[config.mk]
export PLATFORM = sky130hd
export DESIGN_NAME = grf_write_port_flat
export DESIGN_NICKNAME = d
export VERILOG_FILES = /design/src/rtl/grf_pkg.sv /design/src/rtl/grf_if.sv /design/src/rtl/grf_read_port.sv /design/src/rtl/grf_write_port.sv /design/src/flat_wrapper.sv
export SDC_FILE = /design/constraint.sdc
export NUM_CORES = 2
export LEC_CHECK = 0
export CORE_AREA = 3 3 386 388
export CTS_BUF_LIST = sky130_fd_sc_hd__clkbuf_2
export DETAILED_ROUTE_END_ITERATION = 7
export DIE_AREA = 0 0 389 391
export PLACE_DENSITY = 0.59
export SYNTH_ARGS = -nofsm -noshare
export SYNTH_HDL_FRONTEND = slang
export SYNTH_HIERARCHICAL = 1
export SYNTH_SLANG_ARGS = --single-unit
[constraint.sdc]
create_clock -name clk -period 8.4 [get_ports clk]
set_input_delay 2.52 -clock clk [delete_from_list [all_inputs] [get_ports clk]]
set_output_delay 2.52 -clock clk [all_outputs]
set_load 0.05 [all_outputs]
[src/rtl/grf_pkg.sv]
// General register file shared definitions: register indices and default widths.
// Latency: n/a (definitions only).
// Backpressure: n/a.
package grf_pkg;

  // Architectural register indices with special meaning.
  localparam logic [4:0] REG_ZERO = 5'd0;
  localparam logic [4:0] REG_RA   = 5'd31;

  // Default geometry of the MIPS GRF.
  localparam int NUM_REGS   = 32;
  localparam int DATA_W_DEF = 32;
  localparam int ADDR_W_DEF = 5;
  localparam int CNT_W_DEF  = 16;
  localparam int PC_W       = 32;

endpackage : grf_pkg

[src/rtl/grf_if.sv]
// Write-back / operand-read bundle between the datapath and the register file.
// Latency: n/a (wiring only).
// Backpressure: none; the register file accepts a write every cycle.
interface grf_if
  import grf_pkg::*;
#(
  parameter int DATA_W = DATA_W_DEF,
  parameter int ADDR_W = ADDR_W_DEF,
  parameter int CNT_W  = CNT_W_DEF
);

  // Write side (RegWrite / RegDst / MemtoReg results)
  logic              we;
  logic [ADDR_W-1:0] addr_w;
  logic [DATA_W-1:0] wdata;
  logic [PC_W-1:0]   pc;

  // Operand read side (rs / rt)
  logic [ADDR_W-1:0] ra1;
  logic [ADDR_W-1:0] ra2;
  logic [DATA_W-1:0] rd1;
  logic [DATA_W-1:0] rd2;

  // Commit trace and statistics
  logic              trace_valid;
  logic [PC_W-1:0]   trace_pc;
  logic [ADDR_W-1:0] trace_addr;
  logic [DATA_W-1:0] trace_data;
  logic [CNT_W-1:0]  write_count;

  // Datapath side: drives writes and read indices, observes results.
  modport master (
    output we, addr_w, wdata, pc, ra1, ra2,
    input  rd1, rd2, trace_valid, trace_pc, trace_addr, trace_data, write_count
  );

  // Register file side.
  modport slave (
    input  we, addr_w, wdata, pc, ra1, ra2,
    output rd1, rd2, trace_valid, trace_pc, trace_addr, trace_data, write_count
  );

endinterface : grf_if

[src/rtl/grf_read_port.sv]
// One GRF read port: index mux, register-0 zero force and optional write bypass.
// Latency: combinational.
// Backpressure: none.
module grf_read_port
  import grf_pkg::*;
#(
  parameter int DATA_W = DATA_W_DEF,
  parameter int ADDR_W = ADDR_W_DEF,
  parameter bit BYPASS = 1'b1
) (
  input  logic [ADDR_W-1:0]                    ra,
  input  logic                                 we,
  input  logic [ADDR_W-1:0]                    addr_w,
  input  logic [DATA_W-1:0]                    wdata,
  input  logic [(2**ADDR_W)-1:0][DATA_W-1:0]   regs,
  output logic [DATA_W-1:0]                    rd
);

  logic hit;

  // A read of the register being written this cycle sees the new value when bypass is on.
  assign hit = BYPASS && we && (addr_w == ra);

  // Register 0 is hardwired to zero regardless of stored contents or bypass.
  always_comb begin
    rd = regs[ra];
    if (ra == ADDR_W'(REG_ZERO)) begin
      rd = '0;
    end else if (hit) begin
      rd = wdata;
    end
  end

endmodule : grf_read_port

[src/rtl/grf_write_port.sv]
// MIPS general register file: one write port, two bypassable read ports, commit trace and write counter.
// Latency: writes commit on the rising edge; reads are combinational; trace appears one cycle after the write.
// Backpressure: none; a write is accepted every cycle that we is high.
module grf_write_port
  import grf_pkg::*;
#(
  parameter int DATA_W = DATA_W_DEF,
  parameter int ADDR_W = ADDR_W_DEF,
  parameter bit BYPASS = 1'b1,
  parameter int CNT_W  = CNT_W_DEF
) (
  input  logic  clk,
  input  logic  reset,
  grf_if.slave  bus
);

  localparam int NREGS = 2**ADDR_W;

  logic [NREGS-1:0][DATA_W-1:0] regs;

  logic              trace_valid;
  logic [PC_W-1:0]   trace_pc;
  logic [ADDR_W-1:0] trace_addr;
  logic [DATA_W-1:0] trace_data;
  logic [CNT_W-1:0]  write_count;

  logic              wr_zero;
  logic              commit;
  logic [DATA_W-1:0] stored_data;
  logic              cnt_full;

  // Writes to index 0 are traced but never stored or counted.
  assign wr_zero     = (bus.addr_w == ADDR_W'(REG_ZERO));
  assign commit      = bus.we && !wr_zero;
  assign stored_data = wr_zero ? '0 : bus.wdata;
  assign cnt_full    = &write_count;

  // Register array, commit trace and saturating write counter share one reset domain.
  always_ff @(posedge clk or negedge reset) begin
    if (!reset) begin
      regs        <= '0;
      trace_valid <= 1'b0;
      trace_pc    <= '0;
      trace_addr  <= '0;
      trace_data  <= '0;
      write_count <= '0;
    end else begin
      if (commit) begin
        regs[bus.addr_w] <= bus.wdata;
        if (!cnt_full) begin
          write_count <= write_count + {{(CNT_W-1){1'b0}}, 1'b1};
        end
      end
      trace_valid <= bus.we;
      if (bus.we) begin
        trace_pc   <= bus.pc;
        trace_addr <= bus.addr_w;
        trace_data <= stored_data;
      end
    end
  end

  assign bus.trace_valid = trace_valid;
  assign bus.trace_pc    = trace_pc;
  assign bus.trace_addr  = trace_addr;
  assign bus.trace_data  = trace_data;
  assign bus.write_count = write_count;

  grf_read_port #(
    .DATA_W (DATA_W),
    .ADDR_W (ADDR_W),
    .BYPASS (BYPASS)
  ) u_rp1 (
    .ra     (bus.ra1),
    .we     (bus.we),
    .addr_w (bus.addr_w),
    .wdata  (bus.wdata),
    .regs   (regs),
    .rd     (bus.rd1)
  );

  grf_read_port #(
    .DATA_W (DATA_W),
    .ADDR_W (ADDR_W),
    .BYPASS (BYPASS)
  ) u_rp2 (
    .ra     (bus.ra2),
    .we     (bus.we),
    .addr_w (bus.addr_w),
    .wdata  (bus.wdata),
    .regs   (regs),
    .rd     (bus.rd2)
  );

endmodule : grf_write_port

[src/flat_wrapper.sv]
// flat-port wrapper written by rule: the top's interface ports become plain ports
module grf_write_port_flat import grf_pkg::*;
#(
  parameter int DATA_W = DATA_W_DEF,
  parameter int ADDR_W = ADDR_W_DEF,
  parameter bit BYPASS = 1'b1,
  parameter int CNT_W  = CNT_W_DEF
)
  (clk, reset, bus_we, bus_addr_w, bus_wdata, bus_pc, bus_ra1, bus_ra2, bus_rd1, bus_rd2, bus_trace_valid, bus_trace_pc, bus_trace_addr, bus_trace_data, bus_write_count);
  grf_if #(.DATA_W(DATA_W), .ADDR_W(ADDR_W), .CNT_W(CNT_W)) bus_i ();
  input  logic clk;
  input  logic reset;
  input wire logic [$bits(bus_i.we)-1:0] bus_we;
  input wire logic [$bits(bus_i.addr_w)-1:0] bus_addr_w;
  input wire logic [$bits(bus_i.wdata)-1:0] bus_wdata;
  input wire logic [$bits(bus_i.pc)-1:0] bus_pc;
  input wire logic [$bits(bus_i.ra1)-1:0] bus_ra1;
  input wire logic [$bits(bus_i.ra2)-1:0] bus_ra2;
  output wire logic [$bits(bus_i.rd1)-1:0] bus_rd1;
  output wire logic [$bits(bus_i.rd2)-1:0] bus_rd2;
  output wire logic [$bits(bus_i.trace_valid)-1:0] bus_trace_valid;
  output wire logic [$bits(bus_i.trace_pc)-1:0] bus_trace_pc;
  output wire logic [$bits(bus_i.trace_addr)-1:0] bus_trace_addr;
  output wire logic [$bits(bus_i.trace_data)-1:0] bus_trace_data;
  output wire logic [$bits(bus_i.write_count)-1:0] bus_write_count;
  assign bus_i.we = bus_we;
  assign bus_i.addr_w = bus_addr_w;
  assign bus_i.wdata = bus_wdata;
  assign bus_i.pc = bus_pc;
  assign bus_i.ra1 = bus_ra1;
  assign bus_i.ra2 = bus_ra2;
  assign bus_rd1 = bus_i.rd1;
  assign bus_rd2 = bus_i.rd2;
  assign bus_trace_valid = bus_i.trace_valid;
  assign bus_trace_pc = bus_i.trace_pc;
  assign bus_trace_addr = bus_i.trace_addr;
  assign bus_trace_data = bus_i.trace_data;
  assign bus_write_count = bus_i.write_count;
  grf_write_port #(.DATA_W(DATA_W), .ADDR_W(ADDR_W), .BYPASS(BYPASS), .CNT_W(CNT_W)) u_core (.clk(clk), .reset(reset), .bus(bus_i));
endmodule
# Yosys cells after proc, flatten, opt, wreduce, memory -nomap -nowiden
# Cells that the tools add are included.
[word_totals]
register_bits = 1110
in_bits = 82
word_cells = 67
[op_classes]
addsub = 1
order_cmp = 4
eq_ne = 2
muxes = 12
bitwise_logic = 1
reduce_logical = 10
[ops]
columns = ["op", "n"]
rows = [
  ["$bwmux W1024", 1],
  ["$bmux W32 S5", 2],
  ["$mux W32", 8],
  ["$demux W32 S5", 1],
  ["$lt A5 B6 Y1 const B", 3],
  ["$add A16 B1 Y16 const B", 1],
  ["$reduce_and A16 Y1", 1],
  ["$logic_not A5 Y1", 3],
  ["$eq A5 B5 Y1", 2],
  ["$ge A5 B1 Y1 const B", 1],
  ["$logic_and A1 B1 Y1", 4],
  ["$reduce_and A2 Y1", 1],
  ["$logic_not A1 Y1", 1],
  ["$not A1 Y1", 1],
]

# Depth between registers and ports, before layout
[logic_depth]
depth_word = 5
depth_mapped = 10

# Hierarchy
# The synthesis kept the hierarchy.
[by_module_without_submodules]
columns = ["module", "n_inst", "cells_per_inst", "area_per_inst_um2"]
rows = [
  ["grf_write_port", 1, 2582, 41647.4],
  ["grf_read_port", 2, 852, 9090.0],
]

# Least setup slack after synthesis
# No wires, ideal clock.
[synth_timing]
kind = "input-to-output"
start = "in bus_ra1[0]"
end = "out bus_rd1[15]"
arrival_time_ps = 4627
slack_ps = 1253
cell_stages = 9
cell_sequence = "buf_6 buf_12 buf_12 buf_6 buf_4 a211oi_1 a2111oi_0 a21oi_1 a21oi_1"
[synth_via]
elab_chain_len = 4
[synth_lines]
columns = ["item", "line_no", "rtl"]
rows = [
  ["start, declared", "flat_wrapper.sv:17", "input wire logic [$bits(bus_i.ra1)-1:0] bus_ra1;"],
  ["$bmux W32 S5 / $eq A5 B5 Y1 (equally long branches)", "grf_read_port.sv:26, grf_read_port.sv:22", ""],
  ["$mux W32 (implied by the code) / $logic_and A1 B1 Y1 (equally long branches)", "grf_read_port.sv:26, grf_read_port.sv:22", ""],
  ["$mux W32", "grf_read_port.sv:29", "end else if (hit) begin"],
  ["$mux W32 *", "grf_read_port.sv:27", "if (ra == ADDR_W'(REG_ZERO)) begin"],
  ["end, declared", "flat_wrapper.sv:19", "output wire logic [$bits(bus_i.rd1)-1:0] bus_rd1;"],
]
# Mark *: on every way between the ends. The rest lies on a longest branch, timed or not. The select of a mux whose other input is x is not followed.

# Worst setup path in the final report
[layout_timing]
start = "in bus_ra2[0]"
end = "out bus_rd2[16]"
[layout_via]
elab_chain_len = 4
[layout_lines]
columns = ["item", "line_no", "rtl"]
rows = [
  ["start, declared", "flat_wrapper.sv:18", "input wire logic [$bits(bus_i.ra2)-1:0] bus_ra2;"],
  ["$bmux W32 S5 / $eq A5 B5 Y1 (equally long branches)", "grf_read_port.sv:26, grf_read_port.sv:22", ""],
  ["$mux W32 (implied by the code) / $logic_and A1 B1 Y1 (equally long branches)", "grf_read_port.sv:26, grf_read_port.sv:22", ""],
  ["$mux W32", "grf_read_port.sv:29", ""],
  ["$mux W32 *", "grf_read_port.sv:27", ""],
  ["end, declared", "flat_wrapper.sv:20", "output wire logic [$bits(bus_i.rd2)-1:0] bus_rd2;"],
]
# Marked as above.

==> flow_summary_export.csv <==
group,metric,value,unit
timing,setup_tns,0,ns
critical_path,rr_endpoint,"u_core/bus.write_count[9]",
route,vias_per_cell,6.24,
route,1st_iter_drt_viols,3974,
status,status,"completed",
floorplanning,placement_rows,140,
critical_path,cp-end-kind,"primary output",
power_and_ir_drop,p_leak,0.0297,µW
critical_path,path_max_fanout,45,
critical_path,timing_worst_setup_path_type,"in -> out",
synthesis,area_of_the_mapped_netlist,59800,µm²
timing,maxClockFrequency,124,MHz
route,avgRoutedWirePerCell,31.0,µm
timing,timing_worst_slew_pin_value,1.22,ns
timing,timing.final.setup_violations,0,
global_route,first_global_vias,42600,
clocking,clock_tree.htree_level_count,5,
global_route,grt_max_degree,161,
critical_path,cp_data_required_time,5.88,ns
global_route,globalRouteOverflowTotal,0,
critical_path,nature_of_the_critical_path_startpoint,"input pin",
synthesis,synth_cell_types,75,
clocking,cts_tree,"yes",
timing,worst_hold_slack,0.402,ns
route,num_vias,42200,
flow_run,maxCapViolations,0,
power_and_ir_drop,cellPowerDensity,221,nW/µm²
critical_path,reg2reg_setup_slack,6.48,ns
timing,setup_repair_after_global_routing_missed_its_margin,"no",
floorplanning,core_region_area,146000,µm²
synthesis,async_reset_ff_share,100,%
timing,period_needed,8.08,ns
synthesis,postSynthRegisterBits,1110,
timing,post-route-period-util,96.1,%
placed_design,place.detailed.hpwl,131000,µm
clocking,clkTransAtPathRegs,0.08,ns
clocking,cts.repair_timing.setup_buffer_count,0,
synthesis,sequential_element_share_of_the_synthesized_area,46.4,%
power_and_ir_drop,totalPowerFinal,14700,µW
global_route,grt_antenna_before_repair,12,
timing,finalHoldViolations,0,
timing,clock_skew,0.0626,ns
route,antenna_violating_nets_post_route,0,
worst_hold_path,hold_path.startpoint,"u_core/regs[27]",
critical_path,worst_setup_path_startpoint,"bus_ra2[0]",
timing,slew-limit-headroom,18.5,%
timing,timing_max_transition_violations_final,0,
finish,final_common_cell,"sky130_fd_sc_hd__dfrtp_1",
critical_path,critPathCapture,"bus_rd2[16]",
finish,drive_gt1_share,45.9,%
floorplanning,top_level_ports,232,
clocking,clock_sinks,1110,
critical_path,critical_path_arrival,5.56,ns
finish,layout-area-overhead-vs-synth,11.6,%
clocking,cts_root_buf,"sky130_fd_sc_hd__clkbuf_2",
floorplanning,total_die_area,152000,µm²
floorplanning,chipWidth,389,µm
clocking,cts_max_path_buffers,4,
worst_hold_path,hold_class,"reg -> reg",
route,drt_pre_antenna_iters,7,
power_and_ir_drop,ir_worst_vdd,0.000121,V
synthesis,syn-num-nets,4369,
critical_path,regToRegStartpoint,"u_core/bus.write_count[0]",
floorplanning,chipHeight,391,µm
synthesis,synth_enable_flop_cells,0,
placed_design,routabilityCongestion,0.861,
synthesis,netlist_instances,4286,
synthesis,synthesis.area_per_instance,14.0,µm²
finish,mostFrequentLayoutCells,"sky130_fd_sc_hd__dfrtp_1, sky130_fd_sc_hd__mux2_2, sky130_fd_sc_hd__clkbuf_2",
global_route,first_pass_grt_wire_length,305000,µm
placed_design,numPortBuffers,231,
global_route,grt_util_all_layers,27.4,%
finish,num-nets-final,4691,
clocking,numCtsBuffers,327,
synthesis,yosysWarnings,6,
synthesis,ys.flop_type,"sky130_fd_sc_hd__dfrtp_1",
critical_path,worstRegToRegCells,5,
route,drt_drc_violations_left,0,
clocking,worst_skew_pair.late_latency,1.62,ns
floorplanning,floorplan.initialDensity,41.1,%
route,finalWirelength,210000,µm
-- what timing repair did --
| item | in CTS | in global routing |
|---|---|---|
| resized for setup | 0 | 1 |
| hold buffers | 0 | 0 |
| endpoints found under the hold margin | 0 | 0 |
| setup endpoints to repair | 0 | 1 |
-- stage by stage --
stage	instances	worst slack, ns	cell area [µm²]	util, %
global route	6758	0.198	66800	45.8
floorplan	4286	1.25	59800	-
global placement	6196	0.304	64000	43.9
detailed placement	6196	0.319	64000	43.9
CTS	6749	0.323	66700	45.8
finish	6762	0.324	66800	45.8
-- Yosys cell counts (10+ instances only) --
library cell / number / share of area, %
sky130_fd_sc_hd__mux2_1: 18 / 0.34
sky130_fd_sc_hd__a21oi_1: 80 / 0.67
sky130_fd_sc_hd__a211oi_1: 24 / 0.30
sky130_fd_sc_hd__nor3_1: 52 / 0.44
sky130_fd_sc_hd__mux2i_1: 312 / 5.2
sky130_fd_sc_hd__buf_6: 25 / 0.47
sky130_fd_sc_hd__buf_4: 65 / 0.82
sky130_fd_sc_hd__inv_1: 34 / 0.21
sky130_fd_sc_hd__buf_2: 117 / 0.98
sky130_fd_sc_hd__nand2_1: 135 / 0.85
sky130_fd_sc_hd__and3_1: 11 / 0.12
sky130_fd_sc_hd__o21ai_1: 16 / 0.13
sky130_fd_sc_hd__nor2_1: 36 / 0.23
sky130_fd_sc_hd__nor4_1: 21 / 0.22
sky130_fd_sc_hd__o21ai_0: 101 / 0.84
sky130_fd_sc_hd__nand2b_1: 14 / 0.15
sky130_fd_sc_hd__nand3_1: 38 / 0.32
sky130_fd_sc_hd__buf_8: 16 / 0.40
sky130_fd_sc_hd__a221o_1: 26 / 0.44
sky130_fd_sc_hd__xor2_1: 17 / 0.25
sky130_fd_sc_hd__buf_12: 20 / 0.67
sky130_fd_sc_hd__and4_1: 19 / 0.28
sky130_fd_sc_hd__o22a_1: 10 / 0.15
sky130_fd_sc_hd__nor2b_1: 20 / 0.21
sky130_fd_sc_hd__mux4_2: 330 / 12
sky130_fd_sc_hd__o22ai_1: 34 / 0.36
sky130_fd_sc_hd__mux2_2: 1040 / 20
sky130_fd_sc_hd__mux4_1: 16 / 0.70
sky130_fd_sc_hd__clkbuf_1: 197 / 1.2
sky130_fd_sc_hd__a22oi_1: 66 / 0.83
sky130_fd_sc_hd__a22o_1: 10 / 0.15
sky130_fd_sc_hd__a2bb2oi_1: 14 / 0.20
sky130_fd_sc_hd__a2111oi_0: 10 / 0.15
sky130_fd_sc_hd__a221oi_1: 78 / 1.1
sky130_fd_sc_hd__buf_1: 16 / 0.10
sky130_fd_sc_hd__dfrtp_1: 1110 / 46
-- worst min path at each step --
stage | end | cells past startpoint | slack [ns]
after floorplan | u_core/regs[10] | 1 | 0.44
after detailed placement | u_core/regs[14] | 0 | 0.38
after global routing | u_core/regs[24] | 0 | 0.42
after global placement | u_core/regs[3] | 0 | 0.38
after CTS | u_core/regs[27] | 0 | 0.40
final | u_core/regs[27] | 0 | 0.40
-- worst max-delay path, stage by stage --
cell	delay (ns)
sky130_fd_sc_hd__buf_8	0.41
sky130_fd_sc_hd__buf_4	0.38
sky130_fd_sc_hd__buf_4	0.24
sky130_fd_sc_hd__mux2_2	0.18
sky130_fd_sc_hd__o22ai_1	0.09
sky130_fd_sc_hd__nor4_1	0.70
sky130_fd_sc_hd__nor4b_1	0.13
sky130_fd_sc_hd__nor2_2	0.42
sky130_fd_sc_hd__buf_4	0.19
sky130_fd_sc_hd__buf_4	0.18
-- per-layer routing --
layer	wire [µm]	track usage (%)	part of all wire (%)
met1	91000	38.5	43
met2	91800	40.3	44
met3	19800	7.63	9.4
met4	7390	10.4	3.5
met5	0	0	0
-- flip-flops by register name, summed over array words and instances, names as in the netlist --
register	flops
u_core/bus.trace_valid	1
u_core/bus.trace_pc	32
u_core/regs	1024
u_core/bus.trace_addr	5
u_core/bus.trace_data	32
u_core/bus.write_count	16
-- area by class of cell --
| class | count | area [µm²] |
|---|---|---|
| Clock buffer | 477 | 2390 |
| Inverter | 40 | 150 |
| Antenna cell | 13 | 32.5 |
| Fill cell | 13400 | 79000 |
| Timing Repair Buffer | 449 | 4470 |
| Multi-Input combinational cell | 2680 | 29200 |
| Sequential cell | 1110 | 27800 |
| Clock inverter | 76 | 323 |
| Tap cell | 1917 | 2400 |
-- logic make-up after synthesis --
family,count (synthesis),synth area share (%)
muxes,1718,38.3
xor gates and xnor gates,24,0.351
and+or+nand+nor,402,3.58
buffers and inverters,496,4.92
adders and majority gates,1,0.0209
AOI/OAI and AO/OA,535,6.39
DFF,1110,46.4
-- power breakdown --
part	total, µW	internal [µW]	leakage [µW]	switching (µW)
combinational	3760	1940	0.0134	1830
sequential	7040	6330	0.0142	717
clock	3940	1530	0.00213	2410
(Power assumes the default switching activity.)
